## config.mk

```make
export PLATFORM = sky130hd
export DESIGN_NAME = y86_mem_bridge
export DESIGN_NICKNAME = d
export VERILOG_FILES = /design/src/rtl/y86_mem_bridge.sv
export SDC_FILE = /design/constraint.sdc
export NUM_CORES = 1
export LEC_CHECK = 0
export BUFFER_PORTS_ARGS = -buffer_cell sky130_fd_sc_hd__buf_2
export CORE_ASPECT_RATIO = 0.6
export CORE_MARGIN = 4
export CORE_UTILIZATION = 45
export CTS_CLUSTER_SIZE = 20
export DETAILED_ROUTE_END_ITERATION = 8
export PLACE_DENSITY = 0.78
export RECOVER_POWER = 25
export SETUP_SLACK_MARGIN = 0.5
export SYNTH_ARGS = -nofsm -noshare
export SYNTH_HDL_FRONTEND = slang
export SYNTH_SLANG_ARGS = --single-unit
export TNS_END_PERCENT = 50
```

## constraint.sdc

```tcl
create_clock -name clk -period 2.8 [get_ports clk]
set_clock_uncertainty 0.15 [all_clocks]
set_input_delay 0.42 -clock clk [delete_from_list [all_inputs] [get_ports clk]]
set_output_delay 0.42 -clock clk [all_outputs]
set_load 0.005 [all_outputs]
```

## src/rtl/y86_mem_bridge.sv

```systemverilog
// Bridges a byte-addressed Y86 CPU bus onto a 32-bit word SRAM. Unaligned
// 32-bit accesses are split into two word accesses (lo word, then hi word).
module y86_mem_bridge #(
  parameter int MEM_AW = 14
) (
  input  logic              clk,
  input  logic              rst,
  input  logic [31:0]       bus_A,
  input  logic              bus_RE,
  input  logic              bus_WE,
  input  logic [31:0]       bus_wdata,
  output logic [31:0]       bus_rdata,
  output logic              bus_ready,
  output logic              busy,
  output logic              mem_en,
  output logic              mem_we,
  output logic [MEM_AW-1:0] mem_addr,
  output logic [3:0]        mem_be,
  output logic [31:0]       mem_wdata,
  input  logic [31:0]       mem_rdata
);

  typedef enum logic [2:0] {
    IDLE   = 3'd0,
    RD_LO  = 3'd1,
    RD_HI  = 3'd2,
    RD_FIN = 3'd3,
    WR_LO  = 3'd4,
    WR_HI  = 3'd5,
    DONE   = 3'd6
  } state_t;

  localparam logic [MEM_AW-1:0] WORD_ONE = {{(MEM_AW-1){1'b0}}, 1'b1};

  state_t            state_r;
  logic [MEM_AW-1:0] w_r;
  logic [1:0]        o_r;
  logic [31:0]       wdata_r;
  logic [31:0]       lo_r;

  // Address bits above the SRAM range carry no meaning for this bridge.
  logic unused_addr;
  assign unused_addr = ^bus_A[31:MEM_AW+2];

  function automatic logic [3:0] lo_be(input logic [1:0] o);
    case (o)
      2'd0:    lo_be = 4'b1111;
      2'd1:    lo_be = 4'b1110;
      2'd2:    lo_be = 4'b1100;
      2'd3:    lo_be = 4'b1000;
      default: lo_be = 4'b0000;
    endcase
  endfunction

  function automatic logic [3:0] hi_be(input logic [1:0] o);
    case (o)
      2'd1:    hi_be = 4'b0001;
      2'd2:    hi_be = 4'b0011;
      2'd3:    hi_be = 4'b0111;
      default: hi_be = 4'b0000;
    endcase
  endfunction

  function automatic logic [31:0] lo_data(input logic [31:0] d, input logic [1:0] o);
    case (o)
      2'd0:    lo_data = d;
      2'd1:    lo_data = {d[23:0], 8'h00};
      2'd2:    lo_data = {d[15:0], 16'h0000};
      2'd3:    lo_data = {d[7:0], 24'h000000};
      default: lo_data = 32'h0000_0000;
    endcase
  endfunction

  function automatic logic [31:0] hi_data(input logic [31:0] d, input logic [1:0] o);
    case (o)
      2'd1:    hi_data = {24'h000000, d[31:24]};
      2'd2:    hi_data = {16'h0000, d[31:16]};
      2'd3:    hi_data = {8'h00, d[31:8]};
      default: hi_data = 32'h0000_0000;
    endcase
  endfunction

  // Extract the 32-bit little-endian word starting at byte o of {hi,lo}.
  function automatic logic [31:0] align(input logic [31:0] hi, input logic [31:0] lo,
                                        input logic [1:0] o);
    case (o)
      2'd1:    align = {hi[7:0], lo[31:8]};
      2'd2:    align = {hi[15:0], lo[31:16]};
      2'd3:    align = {hi[23:0], lo[31:24]};
      default: align = lo;
    endcase
  endfunction

  // Access sequencer: every bus and SRAM output is a register of this FSM.
  always_ff @(posedge clk) begin
    if (rst) begin
      state_r   <= IDLE;
      w_r       <= '0;
      o_r       <= 2'd0;
      wdata_r   <= 32'h0000_0000;
      lo_r      <= 32'h0000_0000;
      bus_rdata <= 32'h0000_0000;
      bus_ready <= 1'b0;
      busy      <= 1'b0;
      mem_en    <= 1'b0;
      mem_we    <= 1'b0;
      mem_addr  <= '0;
      mem_be    <= 4'b0000;
      mem_wdata <= 32'h0000_0000;
    end else begin
      case (state_r)
        IDLE: begin
          bus_ready <= 1'b0;
          // A write wins when both strobes are raised together.
          if (bus_WE) begin
            w_r       <= bus_A[MEM_AW+1:2];
            o_r       <= bus_A[1:0];
            wdata_r   <= bus_wdata;
            mem_en    <= 1'b1;
            mem_we    <= 1'b1;
            mem_addr  <= bus_A[MEM_AW+1:2];
            mem_be    <= lo_be(bus_A[1:0]);
            mem_wdata <= lo_data(bus_wdata, bus_A[1:0]);
            busy      <= 1'b1;
            state_r   <= WR_LO;
          end else if (bus_RE) begin
            w_r      <= bus_A[MEM_AW+1:2];
            o_r      <= bus_A[1:0];
            wdata_r  <= bus_wdata;
            mem_en   <= 1'b1;
            mem_we   <= 1'b0;
            mem_addr <= bus_A[MEM_AW+1:2];
            mem_be   <= 4'b1111;
            busy     <= 1'b1;
            state_r  <= RD_LO;
          end else begin
            mem_en  <= 1'b0;
            mem_we  <= 1'b0;
            busy    <= 1'b0;
            state_r <= IDLE;
          end
        end
        RD_LO: begin
          if (o_r != 2'd0) begin
            mem_addr <= w_r + WORD_ONE;
            state_r  <= RD_HI;
          end else begin
            mem_en  <= 1'b0;
            state_r <= RD_FIN;
          end
        end
        RD_HI: begin
          lo_r    <= mem_rdata;
          mem_en  <= 1'b0;
          state_r <= RD_FIN;
        end
        RD_FIN: begin
          bus_rdata <= (o_r == 2'd0) ? mem_rdata : align(mem_rdata, lo_r, o_r);
          bus_ready <= 1'b1;
          state_r   <= DONE;
        end
        WR_LO: begin
          if (o_r != 2'd0) begin
            mem_addr  <= w_r + WORD_ONE;
            mem_be    <= hi_be(o_r);
            mem_wdata <= hi_data(wdata_r, o_r);
            state_r   <= WR_HI;
          end else begin
            mem_en    <= 1'b0;
            mem_we    <= 1'b0;
            bus_ready <= 1'b1;
            state_r   <= DONE;
          end
        end
        WR_HI: begin
          mem_en    <= 1'b0;
          mem_we    <= 1'b0;
          bus_ready <= 1'b1;
          state_r   <= DONE;
        end
        DONE: begin
          bus_ready <= 1'b0;
          busy      <= 1'b0;
          state_r   <= IDLE;
        end
        default: begin
          mem_en    <= 1'b0;
          mem_we    <= 1'b0;
          bus_ready <= 1'b0;
          busy      <= 1'b0;
          state_r   <= IDLE;
        end
      endcase
    end
  end

endmodule

```

==> out/results.txt <==
status: finished clean
CTS root buf: clkbuf_16
Core Rows: 36
Pint: 5250 uW
FF-to-FF setup slack: 0.61 ns
Mapped Nets: 1003
HPWL Detailed: 15600 um
Crit path required time: 2.94 ns
overall routing resource usage: 22.7%
CTS tree: done
number of detailed-route iterations in the first pass: 6
postcts setup bufs: 0
ant diodes: 0
xor and xnor fraction of the mapped netlist area: 1.52%
Static Leak: 0.00354 uW
setup TNS: 0 ns
CP arrival: 2.33 ns
RSZ-0062 raised after global routing: yes
hold_sp: bus_A[9]
reg2reg end: bus_rdata[15]
slowest cell on the critical path: dfxtp_1
Crit Path Class: reg2reg
Min Clock Period, post-route: 2.19 ns
multiplexer area fraction after synthesis: 14.1%
Initial Util: 45.9%
Clock Pin Slew Worst Setup and Hold Paths: 0.07 ns
drt total wl: 21600 um
crit path cell chain: and2b_1, nand2_1, buf_4, nor2_1, nor3_1
commonest non-fill, non-tap cell in the layout: nand2_1
H-tree levels: 4
post-route ant nets: 0
Clock Tree Buf Depth: 2
pre-CTS setup slack: 0.617 ns
share of cells above drive strength 1: 23.3%
most frequent cells in the layout: 182 x nand2_1, 151 x dfxtp_1, 135 x buf_2
GP Congestion: 0.890
Critical Path End Type: register
number of port buffers: 169
period utilisation layout: 78.3%
part of the power in combinational logic: 36.5%
die width: 174 um
worst-margin pin slew: 0.753 ns
worst-path maximum fanout: 16
crit path buf inv count: 1
Pwr per Cell Area: 942 nW/um^2
core area: 16300 um^2
part of the power in registers: 36.6%
clock share of power: 26.9%
Reg-to-Reg Start: state_r[1]
Yosys warnings: 0
max incr delay on CP: 0.70 ns
largest net degree at the start of global routing: 98
Cell Area, Synth: 7470 um^2
Starting DRT DRC Count: 677
Final Worst Setup Slack: 0.608 ns
total grt overflow: 0
syn_area_per_cell: 8.28 um^2
CTS Buf Count: 17
drc violations: 0
Main synth FF type: dfxtp_1
Via Count: 7096
post-synthesis simple-gate area fraction: 23.2%
global-route wire length before repair: 34000 um
Max Cap Viol: 0
die area: 18800 um^2
hold endpoint: w_r[7]
total clock sinks: 153
vias in the first global route: 6365
main combinational cell family by area after synthesis: simple AND/OR/NAND/NOR gates
crit path launch type: register
max-slew violations: 0
Avg Vias per Cell: 5.57
die height: 108 um
Netlist cell types: 55
Synth Area in Compound Gates: 14.9%
Switch Pwr: 3220 uW
fmax: 456 MHz
Switching Share: 38.0%
Hold Path Class: in2reg
CP delay by family, top: simple AND/OR/NAND/NOR gates
Max transition margin: 49.7%
asr flop ratio synth: 0%
sequential share of the synthesized area: 41.0%
synthesis-stage register bit count: 153
adder-cell area share of the yosys netlist: 0.167%
WHS Path Cells: 3
Post-synth EDFFs: 0
Mapped Cells: 902
num ports: 186
Nets: 1135
VDD IR max: 0.484 mV
initial antenna violation count: 1
per-cell routed wire length: 17.0 um
# setup viols final: 0
worst skew pair latency: 0.42 ns
area grow syn2layout: 20.4%
worst reg2reg path depth: 5
Final Hold Fails: 0
==> power by group through the flow <==
stage,logic (uW),registers [uW],clock network [uW]
6_report,3090,3100,2280
2_1_floorplan,2170,3060,0
4_1_cts,3110,3090,2310
3_3_place_gp,3040,3110,0
3_5_place_dp,3100,3130,0
5_1_grt,3440,3170,2400
==> registers in the layout, indices dropped and copies added (netlist names), 2 cells and up <==
name,cells
mem_addr,14
mem_wdata,32
wdata_r,24
bus_rdata,32
state_r,3
w_r,14
o_r,2
mem_be,4
lo_r,24
==> synth_stat cells, drive strengths merged (4+ instances only) <==
library cell	instances	area (um^2)
inv	4	15.0
a31oi	4	25.0
a211o	12	105
a221oi	18	158
o21ai	20	104
nand3	4	20.0
nor3	61	317
a21oi	85	429
xor2	4	35.0
xnor2	9	78.8
nor2b	10	62.6
nand2	182	683
mux4	32	721
and3	4	25.0
mux2i	24	240
o22ai	9	56.3
nor2	135	519
a32oi	8	70.1
mux2	8	90.1
dfxtp	153	3060
buf	43	235
clkbuf	37	139
==> cell type report <==
class                   instances  area, um^2
fillers                      1537        7270
well taps                     228         285
clock inverters                15         151
flip-flops and latches        153        3070
multi-input cells             665        4030
inverters                       4        15.0
clock buffers                  17         425
repair buffers                193        1020
==> worst reg2reg max path: stages, from the launching register on <==
cell     delay (ns)
dfxtp_1        0.70
and2b_1        0.28
nand2_1        0.39
buf_4          0.35
nor2_1         0.13
nor3_1         0.06
==> worst max path at each step <==
stage,from,to,slack [ns],cells past startpoint
floorplan,bus_A[0],mem_wdata[24],1.03,6
global placement,state_r[1],mem_addr[0],0.61,5
detailed placement,state_r[1],mem_addr[0],0.62,5
CTS,state_r[1],mem_addr[0],0.58,5
global route,state_r[1],bus_rdata[16],0.45,5
finish,state_r[1],bus_rdata[15],0.61,5
==> metrics by stage <==
| step | instances | hold WS, ns | total power, uW | area, um^2 | util (%) |
|---|---|---|---|---|---|
| after floorplan | 902 | 0.282 | 5230 | 7470 | - |
| after global placement | 1243 | 0.286 | 6150 | 8460 | 52.0 |
| after global routing | 1275 | 0.0957 | 9020 | 8990 | 55.3 |
| after CTS | 1275 | 0.0815 | 8510 | 9030 | 55.6 |
| after detailed placement | 1243 | 0.291 | 6230 | 8460 | 52.0 |
| final | 1275 | 0.0934 | 8470 | 8990 | 55.3 |
==> what timing repair did <==
| action | in CTS | in global routing |
|---|---|---|
| resized for setup | 0 | 1 |
| setup endpoints to repair | 0 | 46 |
| hold buffers | 0 | 0 |
| endpoints found under the hold margin | 0 | 0 |
==> kinds of logic after synthesis <==
group	count (synthesis)
multiplexers	64
AO/OA/AOI/OAI	176
adder cells (fa/ha/maj)	1
AND/OR/NAND/NOR	411
flip-flops	153
buffers and inverters	84
XOR/XNOR	13
==> routing by layer <==
layer | part of all wire (%) | wire length, um | global-route usage (%)
met1 | 46 | 9990 | 32.8
met4 | 1.1 | 244 | 5.36
met2 | 43 | 9220 | 32.6
met3 | 9.9 | 2150 | 7.58
met5 | 0.060 | 13 | 0
Note: power is estimated with default switching activity, not from simulation.
